## config.mk

```make
export PLATFORM = sky130hd
export DESIGN_NAME = mem_access_ctrl
export DESIGN_NICKNAME = d
export VERILOG_FILES = /design/src/rtl/mem_pkg.sv /design/src/rtl/load_extender.sv /design/src/rtl/mem_access_ctrl.sv
export SDC_FILE = /design/constraint.sdc
export NUM_CORES = 1
export LEC_CHECK = 0
export BUFFER_PORTS_ARGS = -buffer_cell sky130_fd_sc_hd__buf_2
export CAP_MARGIN = 20
export CORE_MARGIN = 2
export CORE_UTILIZATION = 40
export DETAILED_ROUTE_END_ITERATION = 10
export PLACE_DENSITY = 0.76
export SLEW_MARGIN = 15
export SYNTH_ARGS = -nofsm -noshare
export SYNTH_HDL_FRONTEND = slang
export SYNTH_SLANG_ARGS = --single-unit
```

## constraint.sdc

```tcl
create_clock -name clk -period 1.75 [get_ports clk]
set_input_delay 0 -clock clk [delete_from_list [all_inputs] [get_ports clk]]
set_output_delay 0 -clock clk [all_outputs]
set_load 0.01 [all_outputs]
```

## src/rtl/mem_pkg.sv

```systemverilog
// Shared definitions for the data-memory initiator: size codes, FSM states and the
// alignment rule applied before any access reaches the RAM.
package mem_pkg;

  localparam logic [1:0] SZ_BYTE = 2'b00;
  localparam logic [1:0] SZ_HALF = 2'b01;
  localparam logic [1:0] SZ_WORD = 2'b10;

  typedef enum logic [2:0] {
    StIdle,
    StSetup,
    StStrobe,
    StResp,
    StErr
  } state_e;

  // True when the size code is legal and the low address bits suit it.
  function automatic logic access_ok(input logic [1:0] size, input logic [1:0] addr_lo);
    logic ok;
    case (size)
      SZ_BYTE: ok = 1'b1;
      SZ_HALF: ok = (addr_lo[0] == 1'b0);
      SZ_WORD: ok = (addr_lo == 2'b00);
      default: ok = 1'b0;
    endcase
    return ok;
  endfunction

endpackage

```

## src/rtl/load_extender.sv

```systemverilog
// Sign- or zero-extends right-justified load data according to the access size.
module load_extender
  import mem_pkg::*;
(
  input  logic [1:0]  size_i,
  input  logic        sign_ext_i,
  input  logic [31:0] data_i,
  output logic [31:0] data_o
);

  always_comb begin
    data_o = data_i;
    case (size_i)
      SZ_BYTE: data_o = {{24{sign_ext_i & data_i[7]}}, data_i[7:0]};
      SZ_HALF: data_o = {{16{sign_ext_i & data_i[15]}}, data_i[15:0]};
      default: data_o = data_i;
    endcase
  end

endmodule

```

## src/rtl/mem_access_ctrl.sv

```systemverilog
// Single-outstanding load/store initiator for the big-endian data RAM. Every output is
// registered; legal accesses take SETUP, STROBE and RESP cycles, illegal ones go to ERR.
module mem_access_ctrl
  import mem_pkg::*;
#(
  parameter int unsigned ADDR_W = 7
) (
  input  logic              clk,
  input  logic              reset,
  input  logic              req_valid,
  output logic              req_ready,
  input  logic              req_write,
  input  logic [1:0]        req_size,
  input  logic              req_signed,
  input  logic [ADDR_W-1:0] req_addr,
  input  logic [31:0]       req_wdata,
  output logic              rsp_valid,
  output logic [31:0]       rsp_rdata,
  output logic              rsp_error,
  output logic              mem_enable,
  output logic              mem_rw,
  output logic [ADDR_W-1:0] mem_address,
  output logic [1:0]        mem_size,
  output logic [31:0]       mem_datain,
  input  logic [31:0]       mem_dataout
);

  state_e              state_q, state_d;
  logic                req_ready_q, req_ready_d;
  logic                rsp_valid_q, rsp_valid_d;
  logic [31:0]         rsp_rdata_q, rsp_rdata_d;
  logic                rsp_error_q, rsp_error_d;
  logic                mem_enable_q, mem_enable_d;
  logic                mem_rw_q, mem_rw_d;
  logic [ADDR_W-1:0]   mem_address_q, mem_address_d;
  logic [1:0]          mem_size_q, mem_size_d;
  logic [31:0]         mem_datain_q, mem_datain_d;
  logic                sign_ext_q, sign_ext_d;
  logic [31:0]         ext_data;

  load_extender u_load_extender (
    .size_i     (mem_size_q),
    .sign_ext_i (sign_ext_q),
    .data_i     (mem_dataout),
    .data_o     (ext_data)
  );

  always_comb begin
    state_d       = state_q;
    rsp_valid_d   = 1'b0;
    rsp_rdata_d   = '0;
    rsp_error_d   = 1'b0;
    mem_enable_d  = 1'b0;
    mem_rw_d      = mem_rw_q;
    mem_address_d = mem_address_q;
    mem_size_d    = mem_size_q;
    mem_datain_d  = mem_datain_q;
    sign_ext_d    = sign_ext_q;

    unique case (state_q)
      StIdle: begin
        if (req_valid) begin
          if (access_ok(req_size, req_addr[1:0])) begin
            state_d       = StSetup;
            mem_rw_d      = req_write;
            mem_address_d = req_addr;
            mem_size_d    = req_size;
            mem_datain_d  = req_wdata;
            sign_ext_d    = req_signed;
          end else begin
            // Rejected: memory fields keep their old values, only the direction is parked.
            state_d     = StErr;
            mem_rw_d    = 1'b0;
            rsp_valid_d = 1'b1;
            rsp_error_d = 1'b1;
          end
        end
      end
      StSetup: begin
        state_d      = StStrobe;
        mem_enable_d = 1'b1;
      end
      StStrobe: begin
        // RAM read data is valid while Enable is high; capture it on the closing edge.
        state_d     = StResp;
        rsp_valid_d = 1'b1;
        rsp_rdata_d = mem_rw_q ? 32'h0 : ext_data;
      end
      StResp:  state_d = StIdle;
      StErr:   state_d = StIdle;
      default: state_d = StIdle;
    endcase

    req_ready_d = (state_d == StIdle);
  end

  always_ff @(posedge clk) begin
    if (reset) begin
      state_q       <= StIdle;
      req_ready_q   <= 1'b1;
      rsp_valid_q   <= 1'b0;
      rsp_rdata_q   <= '0;
      rsp_error_q   <= 1'b0;
      mem_enable_q  <= 1'b0;
      mem_rw_q      <= 1'b0;
      mem_address_q <= '0;
      mem_size_q    <= '0;
      mem_datain_q  <= '0;
      sign_ext_q    <= 1'b0;
    end else begin
      state_q       <= state_d;
      req_ready_q   <= req_ready_d;
      rsp_valid_q   <= rsp_valid_d;
      rsp_rdata_q   <= rsp_rdata_d;
      rsp_error_q   <= rsp_error_d;
      mem_enable_q  <= mem_enable_d;
      mem_rw_q      <= mem_rw_d;
      mem_address_q <= mem_address_d;
      mem_size_q    <= mem_size_d;
      mem_datain_q  <= mem_datain_d;
      sign_ext_q    <= sign_ext_d;
    end
  end

  assign req_ready   = req_ready_q;
  assign rsp_valid   = rsp_valid_q;
  assign rsp_rdata   = rsp_rdata_q;
  assign rsp_error   = rsp_error_q;
  assign mem_enable  = mem_enable_q;
  assign mem_rw      = mem_rw_q;
  assign mem_address = mem_address_q;
  assign mem_size    = mem_size_q;
  assign mem_datain  = mem_datain_q;

endmodule

```

=== After elaboration in Yosys (flattened, before gate mapping) ===
Index checks and enable logic that the tools add are counted.
Widths: inputs -> output; s select.

* Equality and inequality tests: 5
* Mux-type cells: 12
* Bitwise logic cells: 5
* Reductions and logical operators: 9

{| class="wikitable"
|+ Operators by type and width
! operator !! count
|-
| $pmux 32 s2 || 1
|-
| $pmux 3 s3 || 1
|-
| $logic_not 2->1 || 3
|-
| $logic_not 3->1 || 2
|-
| $mux 1 || 6
|-
| $mux 3 || 2
|-
| $eq 2x1->1 const B || 2
|-
| $eq 3x1->1 const B || 1
|-
| $eq 3x2->1 const B || 1
|-
| $not 1->1 || 3
|-
| $pmux 1 s3 || 1
|-
| $reduce_and 3->1 || 1
|-
| $reduce_or 3->1 || 1
|-
| $and 1x1->1 || 2
|-
| $eq 2x2->1 const B || 1
|-
| $pmux 1 s2 || 1
|-
| $reduce_and 2->1 || 1
|-
| $reduce_or 2->1 || 1
|}

* Register bits: 82
* Input bits: 78
* Output and inout port bits: 78
* Logic and storage cells: 42

=== Depth between registers and ports, before layout ===
* Depth after elaboration: 8
* Mapped depth: 6
* Mapped depth without buffers: 3

=== Hierarchy ===
Synthesis repeated with hierarchy kept, for this count alone.

* Cell total of the unflattened synthesis: 348
* Area total of the unflattened synthesis: 3439.5 µm²

{| class="wikitable"
|+ By module, submodules not included
! module !! instances !! cells each !! area each (µm²) !! seq. area each (µm²)
|-
| mem_access_ctrl || 1 || 282 || 3054.2 || 1641.6
|-
| load_extender || 1 || 66 || 385.4 || 0.0
|}

=== Worst setup path after synthesis ===
Ideal clock, no wire load.

* Kind: register to register
* Start point: reg state_q[1]
* End point: reg mem_address_q[0], in the netlist mem_address[0]
* Setup time: 0.072 ns
* Data arrival time: 1.557 ns
* Required time: 1.678 ns
* Path slack: 0.121 ns
* Stages on the path, launching flop included: 6
* Path buffers: 2
* Period minus slack after synthesis: 1.629 ns
* Path through: dfxtp_1 or4b_1 buf_2 a21oi_4 buf_6 mux2i_1

* Word-level cells in the longest chain between the ends: 2

{| class="wikitable"
|+ RTL lines
! what !! line !! source
|-
| start: declaration || mem_access_ctrl.sv:28 || <nowiki>state_e state_q, state_d;</nowiki>
|-
| start signal: assignment || mem_access_ctrl.sv:99 || <nowiki>state_q <= StIdle;</nowiki>
|-
| start signal: assignment || mem_access_ctrl.sv:111 || <nowiki>state_q <= state_d;</nowiki>
|-
| $logic_not 3->1 || mem_access_ctrl.sv:60 || <nowiki>unique case (state_q)</nowiki>
|-
| $reduce_and 3->1 (no line) || - ||
|-
| end signal: assignment || mem_access_ctrl.sv:118 || <nowiki>mem_address_q <= mem_address_d;</nowiki>
|-
| end: declaration || mem_access_ctrl.sv:35 || <nowiki>logic [ADDR_W-1:0] mem_address_q, mem_address_d;</nowiki>
|}

No other way between the ends.
A chain may end at the register's enable or synchronous reset.

=== Worst setup path in the final report ===
* Start point: reg state_q[2]
* End point: reg sign_ext_q

* Word-level cells in the longest chain between the ends: 2

{| class="wikitable"
|+ RTL lines
! what !! line !! source
|-
| $logic_not 3->1 || mem_access_ctrl.sv:60 ||
|-
| $reduce_and 3->1 (no line) || - ||
|-
| end signal: assignment || mem_access_ctrl.sv:121 || <nowiki>sign_ext_q <= sign_ext_d;</nowiki>
|-
| end: declaration || mem_access_ctrl.sv:38 || <nowiki>logic sign_ext_q, sign_ext_d;</nowiki>
|}

No other way between the ends.

==> reports/results.tsv <==
stage	metric	value	unit
logic_synthesis	synth.distinct_cells	26	
layout	layout_commonest_cell	buf_2	
layout	fin_util	66.8	%
route	drt_iter0_drc	96	
timing	period_needed	1.68	ns
logic_synthesis	synth_edf_count	0	
timing	timing.fmax	595	MHz
floorplanning	dieArea	8630	um2
route	drc_errors	0	
grt	grt_pass1_wl	13.3	mm
logic_synthesis	synth_nets	395	
timing	setup_viol	0	
setup_path	crit_arrival	1.94	ns
floorplanning	core	7690	um2
setup_path	critPathMaxFanout	7	
setup_path	cp_cell_sequence	or4b_4, a21oi_4, buf_12, clkbuf_16, mux2i_1	
logic_synthesis	synth_area	3160	um2
setup_path	crit_type	reg -> reg	
layout	nFillCells	612	
grt	antenna_found_initial	0	
grt	grt_util_all_layers	19.3	%
route	wl_per_cell	13.5	um
grt	grt_overflow_total	0	
route	ant_nets	0	
route	wl	8.88	mm
logic_synthesis	synthCells	317	
power	worst_ir_drop_vdd	0.000423	V
clocking	cts_buffers	9	
logic_synthesis	synth_xor_area_share	0.277	%
logic_synthesis	yosys.area_share.adder	0	%
logic_synthesis	synth-simple-area-share	24.3	%
power	p_per_area	818	nW/um2
logic_synthesis	async_flop_share	0	%
timing	maxSlewHeadroom	59.0	%
route	vias	2998	
route	drtPass1Iterations	4	
setup_path	slowest_stage	or4b_4	
layout	layout_common_cells	155 x buf_2, 84 x nand2b_1, 81 x dfxtp_1	
timing	hold_viol	0	
logic_synthesis	synth_warnings	0	
timing	fin_setup_tns	0	ns
clocking	clock_tree.buffer_depth	2	
route	vias_per_cell	4.56	
layout	areaGrowthSynthToFinish	62.4	%
placed_design	gp_congestion	0.738	
layout	drive_gt1_share	33.8	%
logic_synthesis	ys_ff_latch	82	
placed_design	io_buffers	155	
job	cap_viol_max_count	0	
setup_path	start_kind	register	
setup_path	cpPeakStageDelay	0.56	ns
timing	slew_violations	0	
clocking	htreeDepth	3	
outcome	status	finished clean	
grt	grt_max_degree	91	
floorplanning	die_x	92.9	um
logic_synthesis	avgSynthCellArea	9.97	um2
clocking	root_buffer	clkbuf_8	
floorplanning	initial_core_util	41.1	%
timing	fin_worst_skew	0.00708	ns
logic_synthesis	synth_compound_area_share	6.25	%
logic_synthesis	synth_mux_area_share	13.3	%
layout	final_nets	629	
logic_synthesis	synthFlopType	dfxtp_1	
logic_synthesis	synth_top_family_by_area	simple AND/OR/NAND/NOR gates	
floorplanning	rows	32	
clocking	cts_tree	built	
setup_path	required	2.01	ns
power	leakagePower	0.00232	uW
placed_design	hpwlAfterDp	4.95	mm
timing	tightest_slew	0.615	ns
floorplanning	top_level_ports	156	
timing	grt_setup_unrepaired	no	
worst_hold_path	hold_class	in -> reg	
logic_synthesis	ys_seq_area_share	51.9	%
timing	post-route-period-util	96.0	%
setup_path	endpoint_kind	register	
layout	antenna_cells	0	
clocking	clock_latency	0.34	ns
clocking	clock_sinks	82	
grt	grt_pass1_vias	2886	
clocking	clk_pin_slew	0.08	ns
floorplanning	fp.dieH	92.9	um
## stage by stage
stage	instance area [um2]	instances	power, uW	hold slack, ns	worst slack (ns)
finish	5140	658	4200	0.0300	0.0694
global route	5140	658	4400	0.0331	0.00369
CTS	5010	653	4170	0.0129	0.0498
detailed placement	4030	561	2550	0.205	0.0567
global placement	4030	561	2530	0.199	0.116
floorplan	3160	317	2330	0.0916	0.121
## cells by family after synthesis
kind of cell    count (synthesis)
mux                            42
compound gates                 35
buf+inv                        24
xor+xnor                        1
flops                          82
simple gates                  133
## worst paths after layout
kind / endpoint / slack (ns) / depth (start not counted) / from
setup / recovery: sign_ext_q / 0.07 / 5 / state_q[2]
hold / removal: rsp_valid / 0.03 / 3 / reset
setup reg to reg: sign_ext_q / 0.07 / 5 / state_q[2]
hold reg to reg: state_q[1] / 0.47 / 1 / state_q[2]
## flip-flops by register name, summed over array words and instances, names as in the netlist, 2 cells and up
name	flops
mem_address	7
mem_datain	32
mem_size	2
rsp_rdata	32
state_q	3
## synthesized netlist by cell type, drive strengths merged, types with 2 or more instances
cell / n / area (um2)
dfxtp: 82 / 1640
buf: 8 / 65.1
and2: 9 / 56.3
mux2i: 42 / 420
nor2b: 2 / 12.5
nand2b: 84 / 526
inv: 2 / 7.51
a21oi: 29 / 156
nor4: 2 / 12.5
nor3: 3 / 15.0
or3: 3 / 18.8
o21ai: 2 / 10.0
clkbuf: 14 / 52.6
nand2: 26 / 97.6
## routing by layer
layer / part of all wire [%] / global-route usage (%) / vias up
li1: - / - / 1499
met2: 49 / 34.2 / 123
met5: 0 / 0 / -
met1: 42 / 21.6 / 1363
met4: 1.4 / 7.48 / 0
met3: 7.6 / 6.02 / 13
## critical path, delay by kind of cell, from the launching register on
| family | cells | cell delay, ns |
|---|---|---|
| muxes | 1 | 0.18 |
| AOI/OAI and AO/OA | 1 | 0.20 |
| DFF | 1 | 0.34 |
| buffers and inverters | 2 | 0.33 |
| and+or+nand+nor | 1 | 0.56 |
## cell type report
type                    count  area (um2)  area share, %
repair buffers            245        1740           33.8
flip-flops and latches     82        1640           32.0
multi-input cells         211        1400           27.3
clock buffers              12         145           2.83
well taps                 102         128           2.48
clock inverters             4        75.1           1.46
inverters                   2        7.51          0.146
## timing repair
item | 4_1_cts | 5_1_grt
hold endpoints to repair | 78 | 0
gates resized for setup | 0 | 6
buffers inserted | 0 | 1
hold buffers | 76 | 0
endpoints found under the setup margin | 0 | 14
## power breakdown
part	leakage, uW	internal (uW)	switching [uW]	total (uW)
registers	0.000666	1950	43.1	1990
clock network	0.000103	844	649	1490
logic	0.00155	414	302	716
No activity file was read; power rests on OpenSTA's default activity.
